## config.mk

```make
export PLATFORM = sky130hd
export DESIGN_NAME = product_accumulator
export DESIGN_NICKNAME = d
export VERILOG_FILES = /design/src/rtl/product_accumulator.sv
export SDC_FILE = /design/constraint.sdc
export NUM_CORES = 1
export LEC_CHECK = 0
export CORE_ASPECT_RATIO = 0.8
export CORE_MARGIN = 2
export CORE_UTILIZATION = 45
export CTS_CLUSTER_SIZE = 16
export DETAILED_ROUTE_END_ITERATION = 8
export PLACE_DENSITY = 0.69
export SYNTH_ARGS = -nofsm -noshare
export SYNTH_HDL_FRONTEND = slang
export SYNTH_SLANG_ARGS = --single-unit
export TNS_END_PERCENT = 1
```

## constraint.sdc

```tcl
create_clock -name clk -period 3.2 [get_ports clk]
set_input_delay 0.48 -clock clk [delete_from_list [all_inputs] [get_ports clk]]
set_output_delay 0.48 -clock clk [all_outputs]
set_load 0.1 [all_outputs]
```

## src/rtl/product_accumulator.sv

```systemverilog
// Sums COUNT consecutive multiplier products into one saturating result,
// taking products and delivering results over valid/ready handshakes.
module product_accumulator #(
    parameter int IN_W  = 8,
    parameter int ACC_W = 12,
    parameter int COUNT = 4,
    parameter int CNT_W = 3
) (
    input  logic             clk,
    input  logic             rst,
    input  logic             clear,
    input  logic             in_valid,
    output logic             in_ready,
    input  logic [IN_W-1:0]  in_p,
    output logic             out_valid,
    input  logic             out_ready,
    output logic [ACC_W-1:0] out_sum,
    output logic             out_ovf
);

    typedef enum logic {
        ACC,
        HOLD
    } state_t;

    state_t           state, state_next;
    logic [ACC_W-1:0] acc, acc_next;
    logic [CNT_W-1:0] cnt, cnt_next;
    logic             sat, sat_next;
    logic             out_valid_next;
    logic [ACC_W-1:0] out_sum_next;
    logic             out_ovf_next;

    logic             accept;
    logic             last;
    logic [ACC_W:0]   sum_wide;
    logic             sat_hit;
    logic [ACC_W-1:0] acc_sat;

    assign in_ready = (state == ACC) & ~clear & ~rst;
    assign accept   = in_valid & in_ready;
    assign last     = (cnt == CNT_W'(COUNT - 1));

    // One extra bit catches the carry out; saturation is sticky for the block.
    assign sum_wide = {1'b0, acc} + (ACC_W + 1)'(in_p);
    assign sat_hit  = sat | sum_wide[ACC_W];
    assign acc_sat  = sat_hit ? '1 : sum_wide[ACC_W-1:0];

    always_comb begin
        state_next     = state;
        acc_next       = acc;
        cnt_next       = cnt;
        sat_next       = sat;
        out_valid_next = out_valid;
        out_sum_next   = out_sum;
        out_ovf_next   = out_ovf;
        case (state)
            ACC: begin
                if (clear) begin
                    acc_next = '0;
                    cnt_next = '0;
                    sat_next = 1'b0;
                end else if (accept) begin
                    if (last) begin
                        out_sum_next   = acc_sat;
                        out_ovf_next   = sat_hit;
                        out_valid_next = 1'b1;
                        acc_next       = '0;
                        cnt_next       = '0;
                        sat_next       = 1'b0;
                        state_next     = HOLD;
                    end else begin
                        acc_next = acc_sat;
                        sat_next = sat_hit;
                        cnt_next = cnt + CNT_W'(1);
                    end
                end
            end
            HOLD: begin
                // clear is deliberately ignored here so the pending result survives.
                if (out_ready) begin
                    out_valid_next = 1'b0;
                    state_next     = ACC;
                end
            end
            default: state_next = ACC;
        endcase
    end

    always_ff @(posedge clk) begin
        if (rst) begin
            state     <= ACC;
            acc       <= '0;
            cnt       <= '0;
            sat       <= 1'b0;
            out_valid <= 1'b0;
            out_sum   <= '0;
            out_ovf   <= 1'b0;
        end else begin
            state     <= state_next;
            acc       <= acc_next;
            cnt       <= cnt_next;
            sat       <= sat_next;
            out_valid <= out_valid_next;
            out_sum   <= out_sum_next;
            out_ovf   <= out_ovf_next;
        end
    end

endmodule
```

# [Word level (Yosys, flattened, before mapping)]
# Index checks and enable logic that the tools add are counted.
[classes] add_sub_neg=2 eq_ne=5 mux=20 n_bitwise=7 reduce_logical=4
[op_table] operator="$mux 12" count=4
[op_table] operator="$add 12x8->13" count=1
[op_table] operator="$mux 1" count=11
[op_table] operator="$mux 3" count=3
[op_table] operator="$ne 2x2->1 const B" count=4
[op_table] operator="$reduce_and 4->1" count=2
[op_table] operator="$pmux 1 s2" count=2
[op_table] operator="$add 3x1->3 const B" count=1
[op_table] operator="$and 1x1->1" count=3
[op_table] operator="$eq 3x2->1 const B" count=1
[op_table] operator="$not 1->1" count=3
[op_table] operator="$reduce_and 2->1" count=1
[op_table] operator="$reduce_bool 2->1" count=1
[op_table] operator="$or 1x1->1" count=1
[word_totals] register_bits=31 input_bits=13 output_inout_bits=15 wordCells=45

# [Longest topological paths before layout]
# Gate-level depths: netlist of the first run.
[depth] ltp_word=7 mapped_depth=8 ltp_nobuf=7

# [Least setup slack after synthesis of the first run]
# OpenSTA, ideal clock, no wires.
[synth_timing] path_kind="input to register" start="input clear" end="register out_sum[7]" setup_time_ps=86 arrival_time_ps=3596 required_ps=3114 setup_slack_ps=-483 stages=6 path_buffers=2 path_cell_list="nor3_1 -> and3_1 -> buf_2 -> buf_4 -> nor2_1 -> a211oi_1"
[synth_via] elab_chain_cells=5
[synth_rtl] item="from (decl)" line="11" text="input logic clear,"
[synth_rtl] item="$not 1->1 (no source line) (*)"
[synth_rtl] item="$and 1x1->1 (2 in a row)" line="40" text="assign in_ready = (state == ACC) & ~clear & ~rst;"
[synth_rtl] item="$and 1x1->1" line="41" text="assign accept = in_valid & in_ready;"
[synth_rtl] item="$reduce_and 4->1 (no source line) (*)"
[synth_rtl] item="to (signal assigned)" line="105" text="out_sum <= out_sum_next;"
[synth_rtl] item="to (decl)" line="17" text="output logic [ACC_W-1:0] out_sum,"
# Every way passes the cells marked *; elsewhere a longest branch is shown, timed or not.
# A chain may end at the register's enable or synchronous reset.

# [Worst setup path in the final report of the first run]
[layout_timing] start="input in_p[0]" end="register out_sum[9]"
[layout_via] elab_chain_cells=3
[layout_rtl] item="from (decl)" line="14" text="input logic [IN_W-1:0] in_p,"
[layout_rtl] item="$add 12x8->13 (*)" line="45" text="assign sum_wide = {1'b0, acc} + (ACC_W + 1)'(in_p);"
[layout_rtl] item="$or 1x1->1" line="46" text="assign sat_hit = sat | sum_wide[ACC_W];"
[layout_rtl] item="$mux 12 (*)" line="47" text="assign acc_sat = sat_hit ? '1 : sum_wide[ACC_W-1:0];"
# Marks and branches as above.

==> results of run 1 <==
[sequential cells by signal, summed over array words and instances, names as in the netlist]
| register | count |
|---|---|
| sat | 1 |
| state | 1 |
| out_ovf | 1 |
| out_sum | 12 |
| cnt | 3 |
| acc | 12 |
| out_valid | 1 |
[tightest hold or removal path, cell delays in order, from the launching register on]
cell	delay, ns
dfxtp_1	0.33
nand2_1	0.05
o21ai_0	0.05
[area by class of cell]
type,count,area (um^2)
fill,301,1390
multi-input combinational,144,1000
sequential,31,621
timing repair buffer,31,295
clock buffer,6,82.6
tap,42,52.6
clock inverter,2,35.0
inverter,4,15.0
[kinds of logic (layout without fill, tap and decap cells)]
| group | count (synthesis) | after routing | synth area share |
|---|---|---|---|
| DFF | 31 | 31 | 0.369 |
| buffers and inverters | 12 | 43 | 0.0365 |
| adders and majority gates | 10 | 10 | 0.0789 |
| AOI/OAI and AO/OA | 57 | 57 | 0.281 |
| and+or+nand+nor | 68 | 68 | 0.185 |
| xor gates and xnor gates | 7 | 7 | 0.0365 |
| muxes | 2 | 2 | 0.0126 |
[where the power goes]
group	total [uW]	leakage [uW]	internal (uW)	switching (uW)
Clock	397	0.0000612	252	146
Sequential	420	0.000252	407	13.7
Combinational	267	0.000494	106	161
Total	1090	0.000807	765	320
[layout by cell type (no fill, tap or decap), types with 2 or more instances in the layout]
| cell type | Yosys | routed |
|---|---|---|
| nand2_1 | 13 | 13 |
| nand3_1 | 4 | 4 |
| a211oi_1 | 6 | 6 |
| nor2_1 | 31 | 31 |
| clkbuf_8 | 0 | 6 |
| a211oi_2 | 8 | 8 |
| dfxtp_1 | 31 | 31 |
| a21oi_1 | 9 | 9 |
| o21ai_0 | 11 | 11 |
| ha_1 | 9 | 9 |
| xnor2_1 | 3 | 3 |
| xor2_1 | 4 | 4 |
| clkdlybuf4s50_1 | 0 | 20 |
| a21oi_2 | 2 | 2 |
| o211a_1 | 2 | 2 |
| and3_1 | 2 | 2 |
| o211ai_1 | 6 | 6 |
| nand2b_1 | 2 | 2 |
| nor3_1 | 5 | 4 |
| buf_4 | 2 | 10 |
| a21o_1 | 2 | 2 |
| inv_1 | 4 | 4 |
| nor4_1 | 3 | 3 |
| nor2b_1 | 3 | 3 |
[stage by stage]
step | instances | util | setup slack [ns] | total power, uW | instance area [um^2]
2_1_floorplan | 187 | - | 0.517 | 623 | 1690
3_3_place_gp | 252 | 0.569 | 0.338 | 686 | 1990
3_5_place_dp | 252 | 0.569 | 0.279 | 694 | 1990
4_1_cts | 260 | 0.603 | 0.567 | 1090 | 2110
5_1_grt | 260 | 0.603 | 0.355 | 1140 | 2110
6_report | 260 | 0.603 | 0.566 | 1090 | 2110
[worst max-delay path by stage]
stage / start / slack (ns) / to
6_report: in_p[0] / 0.57 / out_sum[9]$_SDFFE_PP0P_
5_1_grt: in_p[0] / 0.35 / out_sum[7]$_SDFFE_PP0P_
4_1_cts: in_p[0] / 0.57 / out_sum[8]$_SDFFE_PP0P_
3_5_place_dp: in_p[0] / 0.28 / out_sum[8]$_SDFFE_PP0P_
3_3_place_gp: in_p[0] / 0.34 / out_sum[9]$_SDFFE_PP0P_
2_1_floorplan: clear / 0.52 / out_sum[7]$_SDFFE_PP0P_
[routing by layer]
layer  track usage  up-vias  part of all wire
met5             0        -                 0
met4        0.0755        0             0.014
met3        0.0497        6             0.039
met2         0.298       29              0.43
met1         0.268      689              0.52
li1              -      734                 -
==> metrics.txt, run 1 <==
worst reg2reg setup slack=0.89 ns; min cycle time layout=2.63 ns; CTS tree=built; fin crit share=0.823; Die H=58.7 um; cts repair resizes=0; Final GP Congestion=0.884; largest net degree at the start of global routing=15; worst hold path class=flop to flop; core area=3490 um^2; first-pass GRT wire length=6420 um; Peak supply drop=0.000242 V; Routed Antenna Nets=0; drt pass-1 iters=4; die width=72.3 um; ys async rst share=0; synthesis-to-finish area growth=25.2%; WHS=0.462 ns; max-slew violations=0; Fmax=380 MHz; Max Root-Sink Buffers=2; clock skew=0.00631 ns; CP Class=input port to flop; CTS Hold Buffers Added=0; share of the synthesized area in the top cell type=0.369; share of layout cells above drive strength 1=0.179; Synth top cells by count=31 x dfxtp_1, 31 x nor2_1, 13 x nand2_1; number of global-route vias before repair=1402; CTS root buf=clkbuf_8; total CTS buffers=5; Mapped Cells=187; CP arrival=2.83 ns; syn nets=210; top post-synthesis cells by area=dfxtp_1 37%, nor2_1 6.9%, ha_1 6.7%, a211oi_2 6.0%, o21ai_0 3.3%; unrepaired setup endpoints after global routing=no; final hold vios=0; total gr overflow=0; Reg clk slew, reported paths=0.06 ns; mapped cell area=1680 um^2; setup TNS=0 ns; Die ar.=4240 um^2; Inserted Diodes=0; DRC=0; Setup crit start kind=input port; hold path depth=2; Port Buf Inserts=27; #FFs+latches synth=31; CP Cell Sequence=clkdlybuf4s50_1 > ha_1 > fa_1 > a211oi_1 > o211a_1 > o41ai_4 > o21ba_2 > a311oi_2; DR vias/cell=5.61; Netlist cell types=45; FF-to-FF Start=acc[0]$_SDFFE_PP0P_; Yosys warning count=0; Cell Rows=19; max-capacitance violation count=0; Hold Path End=acc[5]$_SDFFE_PP0P_; WP depth=8; Req. time, crit path=3.40 ns; WL/cell=14.4 um; Clk Latency, worst-skew pair=0.28 ns; setup bufs post-CTS=0; hold path startpoint=acc[5]$_SDFFE_PP0P_; largest fanout on the critical path=12; setup violators final=0; Final #Nets=240; dpl hpwl=2770 um; worst reg-to-reg path cell count=7; clk sinks=31; outcome=completed; Avg Cell Area, Syn=8.99 um^2; DRT iter0 DRCs=62; initial antenna violation count=0; Ports=28; via count=1458; Starting Density=0.481; slowest cell on the critical path=o41ai_4; Synth area leader=dfxtp_1; Top FF cell, synth=dfxtp_1; RR Endpoint=out_sum[9]$_SDFFE_PP0P_; register area share after synthesis=0.369; leakage=0.000807 uW; P per Cell Area=515 nW/um^2; EDFF count, synth=0; delay-heaviest family, CP=compound AO/OA/AOI/OAI gates; CP Capture Type=flop; Crit path buffers/inverters=1; GRT Total Usage=0.196; Worst-Margin Slew=0.969 ns; crit-path max cell delay=0.60 ns; htree depth=2; Max-slew headroom=0.352; routed wire length=3730 um
No activity file was read; power rests on OpenSTA's default activity.
==> run 2: changes to the inputs <==
- clock period: 3.2 -> 2.5 ns (I/O delays scaled with it)
==> run 2 against run 1 <==
  * Hold slack improved by 0.0094 ns
  * Sequential share of layout area decreased by 1.7 points
  * Sequential power grew 28%
  * Non-clock buffer count is 17 higher
  * Setup slack got worse by 0.42 ns
  * Clock skew increased by 0.0034 ns
  * Critical path depth is 1 higher
  * Cell count is 6.5% higher
  * Die area stayed put
  * Clock-buffer cell count stayed put
  * Largest power group unchanged
==> metrics.txt, run 2 (synthesis gave the netlist of run 1 again) <==
max-capacitance violation count=0; worst hold path class=flop to flop; clock share of power=0.355; post-layout util=0.639; GRT Total Usage=0.229; Overall Power=1470 uW; core area=3490 um^2; Final Cell Area=2230 um^2; multi-input combinational cell area=1020 um^2; Setup crit start kind=input port; Starting Density=0.481; clk sinks=31; routed wire length=4240 um; leakage=0.000908 uW; Inserted Diodes=0; Routed Antenna Nets=0; DRC=0; CP arrival=2.51 ns; WL/cell=15.3 um; Final #Nets=257; initial antenna violation count=0; CP Class=input port to flop; htree depth=2; CTS tree=built; first-pass GRT wire length=7330 um; Max-slew headroom=0.423; Peak supply drop=0.000404 V; most frequent cells in the layout=35 x buf_4, 31 x dfxtp_1, 29 x nor2_1, 13 x nand2_1, 12 x clkdlybuf4s50_1; die width=72.3 um; synthesis-to-finish area growth=32.7%; delay-heaviest family, CP=compound AO/OA/AOI/OAI gates; total gr overflow=0; crit-path max cell delay=0.41 ns; fill count=297; number of global-route vias before repair=1633; P per Cell Area=659 nW/um^2; drt pass-1 iters=4; Comb pwr share=0.279; setup violators final=0; Reg area=621 um^2; outcome=completed; final hold vios=0; clock skew=0.00972 ns; met1 Use GR=0.275; unrepaired setup endpoints after global routing=no; CTS Hold Buffers Added=0; Die ar.=4240 um^2; Ports=28; Port Buf Inserts=27; DR vias/cell=5.73; GRT Max-Usage Layer=met2; met2 Track Usage GR=0.383; largest net degree at the start of global routing=15; most common cell after layout, fill and taps aside=buf_4; Final GP Congestion=0.879; share of layout cells above drive strength 1=0.289; largest fanout on the critical path=12; Internal Pwr Total=1030 uW; Cell Rows=19; Fmax=424 MHz; top flop regs=acc x12, out_sum x12, cnt x3; CTS root buf=clkbuf_8; CP Cell Sequence=clkdlybuf4s50_1 > ha_1 > fa_2 > a211oi_2 > o211a_1 > o41ai_4 > buf_4 > o21ba_2 > a311oi_2; final cell count without fillers=277; met3 GRT Util=0.0531; max-slew violations=0; Max Root-Sink Buffers=2; min cycle time layout=2.36 ns; CP Capture Type=flop; worst reg2reg setup slack=0.34 ns; Flop pwr share=0.367; Crit path buffers/inverters=2; switching part of the total=0.302; dpl hpwl=3240 um; Placed Instances=267; total CTS buffers=5; DRT iter0 DRCs=87; slowest cell on the critical path=clkdlybuf4s50_1; Die H=58.7 um; Net Sw Power=445 uW; Reg clk slew, reported paths=0.06 ns; WHS=0.471 ns; Worst-Margin Slew=0.864 ns; Clk Latency, worst-skew pair=0.30 ns; DP Area=2090 um^2; via count=1586; Req. time, crit path=2.65 ns; fin crit share=0.944
## run 2: changes by cell type in the layout (fill, tap and decap cells not counted), sizes merged
cell           change
clkdlybuf4s50      -8
buf               +25
## run 2: path summary, 6_finish.rpt
| path | startpoint | to | cells past startpoint |
|---|---|---|---|
| setup reg to reg | acc[0]$_SDFFE_PP0P_ | out_sum[9]$_SDFFE_PP0P_ | 8 |
| setup / recovery | in_p[0] | out_sum[9]$_SDFFE_PP0P_ | 9 |
| hold / removal | acc[4]$_SDFFE_PP0P_ | acc[4]$_SDFFE_PP0P_ | 2 |
| hold reg to reg | acc[4]$_SDFFE_PP0P_ | acc[4]$_SDFFE_PP0P_ | 2 |
## run 2: layer usage
layer  up-vias  share of wire
met5         -              0
met4         0          0.018
met3         8          0.047
met2        39           0.49
met1       761           0.44
li1        778              -
## run 2: power groups by stage
| stage | Clock, uW | Combinational, uW | Sequential [uW] |
|---|---|---|---|
| detailed placement | 0 | 401 | 550 |
| finish | 522 | 410 | 539 |
| global route | 544 | 448 | 543 |
| global placement | 0 | 387 | 548 |
| floorplan | 0 | 252 | 546 |
| CTS | 526 | 404 | 539 |
## run 2: cell type report
| class | count | area share |
|---|---|---|
| clock buffers | 6 | 0.0370 |
| clock inverters | 2 | 0.0157 |
| inverters | 4 | 0.00673 |
| multi-input cells | 144 | 0.459 |
| flip-flops and latches | 31 | 0.278 |
| well taps | 42 | 0.0235 |
| repair buffers | 48 | 0.180 |
## run 2: repair_timing
item                       4_1_cts  5_1_grt
setup endpoints to repair        0       22
resized for setup                0        4
setup buffers                    0        2
## run 2: worst reg2reg max path, delay by kind of cell, from the launching register on
kind	cells	cell delay, ns
buffers and inverters	1	0.19
adders and majority gates	2	0.58
DFF	1	0.32
AOI/OAI and AO/OA	5	0.94
## run 2: through the flow
step	setup TNS (ns)	worst slack (ns)
final	0	0.141
after global routing	0	0.0461
after CTS	0	0.00508
after detailed placement	-5.07	-0.298
after global placement	-2.83	-0.202
after floorplan	0	0.374
==> run 3: changes to the inputs <==
- PLACE_DENSITY: 0.69 -> 0.71
- RECOVER_POWER: unset -> 50
- SKIP_CTS_REPAIR_TIMING: unset -> 1
==> run 3 against run 2 <==
  * Clock-buffer cell count stayed put
  * Routed wire length down 3.7%
  * Clock skew decreased by 0.0037 ns
  * Via count is 2.8% lower
  * Core utilization fell by 3.7 points
  * Critical path type unchanged
==> metrics.txt, run 3 (synthesis gave the netlist of run 1 again) <==
CTS root buf=clkbuf_8; Fmax=423 MHz; Max Root-Sink Buffers=2; outcome=completed; Inserted Diodes=0; RR Endpoint=out_sum[9]$_SDFFE_PP0P_; capture point of the critical path=out_sum[9]$_SDFFE_PP0P_; switching part of the total=0.318; htree depth=2; DP Area=2090 um^2; DR vias/cell=5.61; initial antenna violation count=0; top flop regs=acc x12, out_sum x12, cnt x3; Clk Latency, worst-skew pair=0.28 ns; dpl hpwl=3140 um; largest net degree at the start of global routing=20; core area=3490 um^2; first-pass GRT wire length=6830 um; worst reg-to-reg path cell count=8; CP Capture Type=flop; synthesis-to-finish area growth=25.1%; unrepaired setup endpoints after global routing=no; most frequent cells in the layout=31 x nor2_1, 31 x dfxtp_1, 18 x buf_4, 15 x clkbuf_1, 13 x nand2_1; fin crit share=0.946; Setup crit start kind=input port; largest fanout on the critical path=11; Port Buf Inserts=27; P per Cell Area=640 nW/um^2; Max-slew headroom=0.206; total CTS buffers=5; setup violators final=0; clock share of power=0.291; Routed Antenna Nets=0; Internal Pwr Total=918 uW; die width=72.3 um; WL/cell=14.9 um; leakage=0.000816 uW; CP arrival=2.51 ns; final hold vios=0; Final Cell Area=2100 um^2; Final #Nets=256; CP Class=input port to flop; max-slew violations=0; drt pass-1 iters=4; Flop pwr share=0.404; Final GP Congestion=0.832; share of layout cells above drive strength 1=0.206; via count=1542; Die ar.=4240 um^2; Ports=28; CTS tree=built; Req. time, crit path=2.64 ns; worst hold path class=flop to flop; GRT Total Usage=0.209; Worst Slack Setup Final=0.134 ns; clock skew=0.00606 ns; Die H=58.7 um; Worst-Margin Slew=1.20 ns; max-capacitance violation count=0; total gr overflow=0; clk sinks=31; worst reg2reg setup slack=0.35 ns; number of global-route vias before repair=1475; DRC=0; Peak supply drop=0.000449 V; Net Sw Power=429 uW; Reg clk slew, reported paths=0.06 ns; Starting Density=0.481; routed wire length=4090 um; min cycle time layout=2.37 ns; WHS=0.471 ns; Cell Rows=19; DRT iter0 DRCs=56; Comb pwr share=0.305; Placement Setup Slack=-0.187 ns; FF-to-FF Start=acc[0]$_SDFFE_PP0P_; setup TNS=0 ns; worst setup path startpoint=in_p[0]
==> run 3: changes by cell type in the layout (fill, tap and decap cells not counted) <==
cell             before  now
buf_4                35   18
clkbuf_1              0   15
clkbuf_2              0    2
nor2_1               29   31
nor2_2                2    0
buf_12                1    0
bufinv_16             1    0
clkdlybuf4s50_1      12   11
dlygate4sd3_1         0    1
nor3_1                4    5
nor3_4                1    0
==> run 3: worst min path at each step <==
stage | from | to | slack [ns] | cells after the start
2_1_floorplan | acc[0]$_SDFFE_PP0P_ | acc[0]$_SDFFE_PP0P_ | 0.43 | 2
3_3_place_gp | acc[0]$_SDFFE_PP0P_ | acc[0]$_SDFFE_PP0P_ | 0.45 | 2
3_5_place_dp | acc[0]$_SDFFE_PP0P_ | acc[0]$_SDFFE_PP0P_ | 0.46 | 2
4_1_cts | cnt[2]$_SDFFE_PP0P_ | cnt[2]$_SDFFE_PP0P_ | 0.48 | 1
5_1_grt | cnt[2]$_SDFFE_PP0P_ | cnt[2]$_SDFFE_PP0P_ | 0.49 | 1
6_report | acc[0]$_SDFFE_PP0P_ | acc[0]$_SDFFE_PP0P_ | 0.47 | 2
==> run 3: power groups by stage <==
stage               Clock, uW  Sequential (uW)  Combinational, uW
floorplan                   0              546                252
global placement            0              551                393
detailed placement          0              554                408
CTS                       400              543                411
global route              422              546                455
finish                    392              544                411
==> run 3: metrics by stage <==
| step | power, uW | instances | util |
|---|---|---|---|
| final | 1350 | 275 | 0.602 |
| after CTS | 1350 | 273 | 0.624 |
| after floorplan | 798 | 187 | - |
| after detailed placement | 962 | 266 | 0.599 |
| after global placement | 945 | 266 | 0.599 |
| after global routing | 1420 | 275 | 0.602 |
==> run 3: per-layer routing <==
layer,routed length [um],GRT usage
met1,1930,0.283
met2,1920,0.334
met3,182,0.0428
met4,53,0.0755
met5,0,0
==> run 3: critical path, stage by stage <==
cell and delay (ns):
clkdlybuf4s50_1 0.41, ha_1 0.23, fa_2 0.37, a211oi_2 0.25, o211a_1 0.27, o41ai_4 0.09
buf_4 0.18, o21ba_2 0.26, a311oi_2 0.08
==> run 3: layout make-up <==
| type | count | area (um^2) |
|---|---|---|
| timing repair buffer | 47 | 322 |
| tap | 42 | 52.6 |
| multi-input combinational | 144 | 1010 |
| sequential | 31 | 621 |
| clock buffer | 6 | 82.6 |
| fill | 308 | 1390 |
| clock inverter | 1 | 5.00 |
| inverter | 4 | 15.0 |
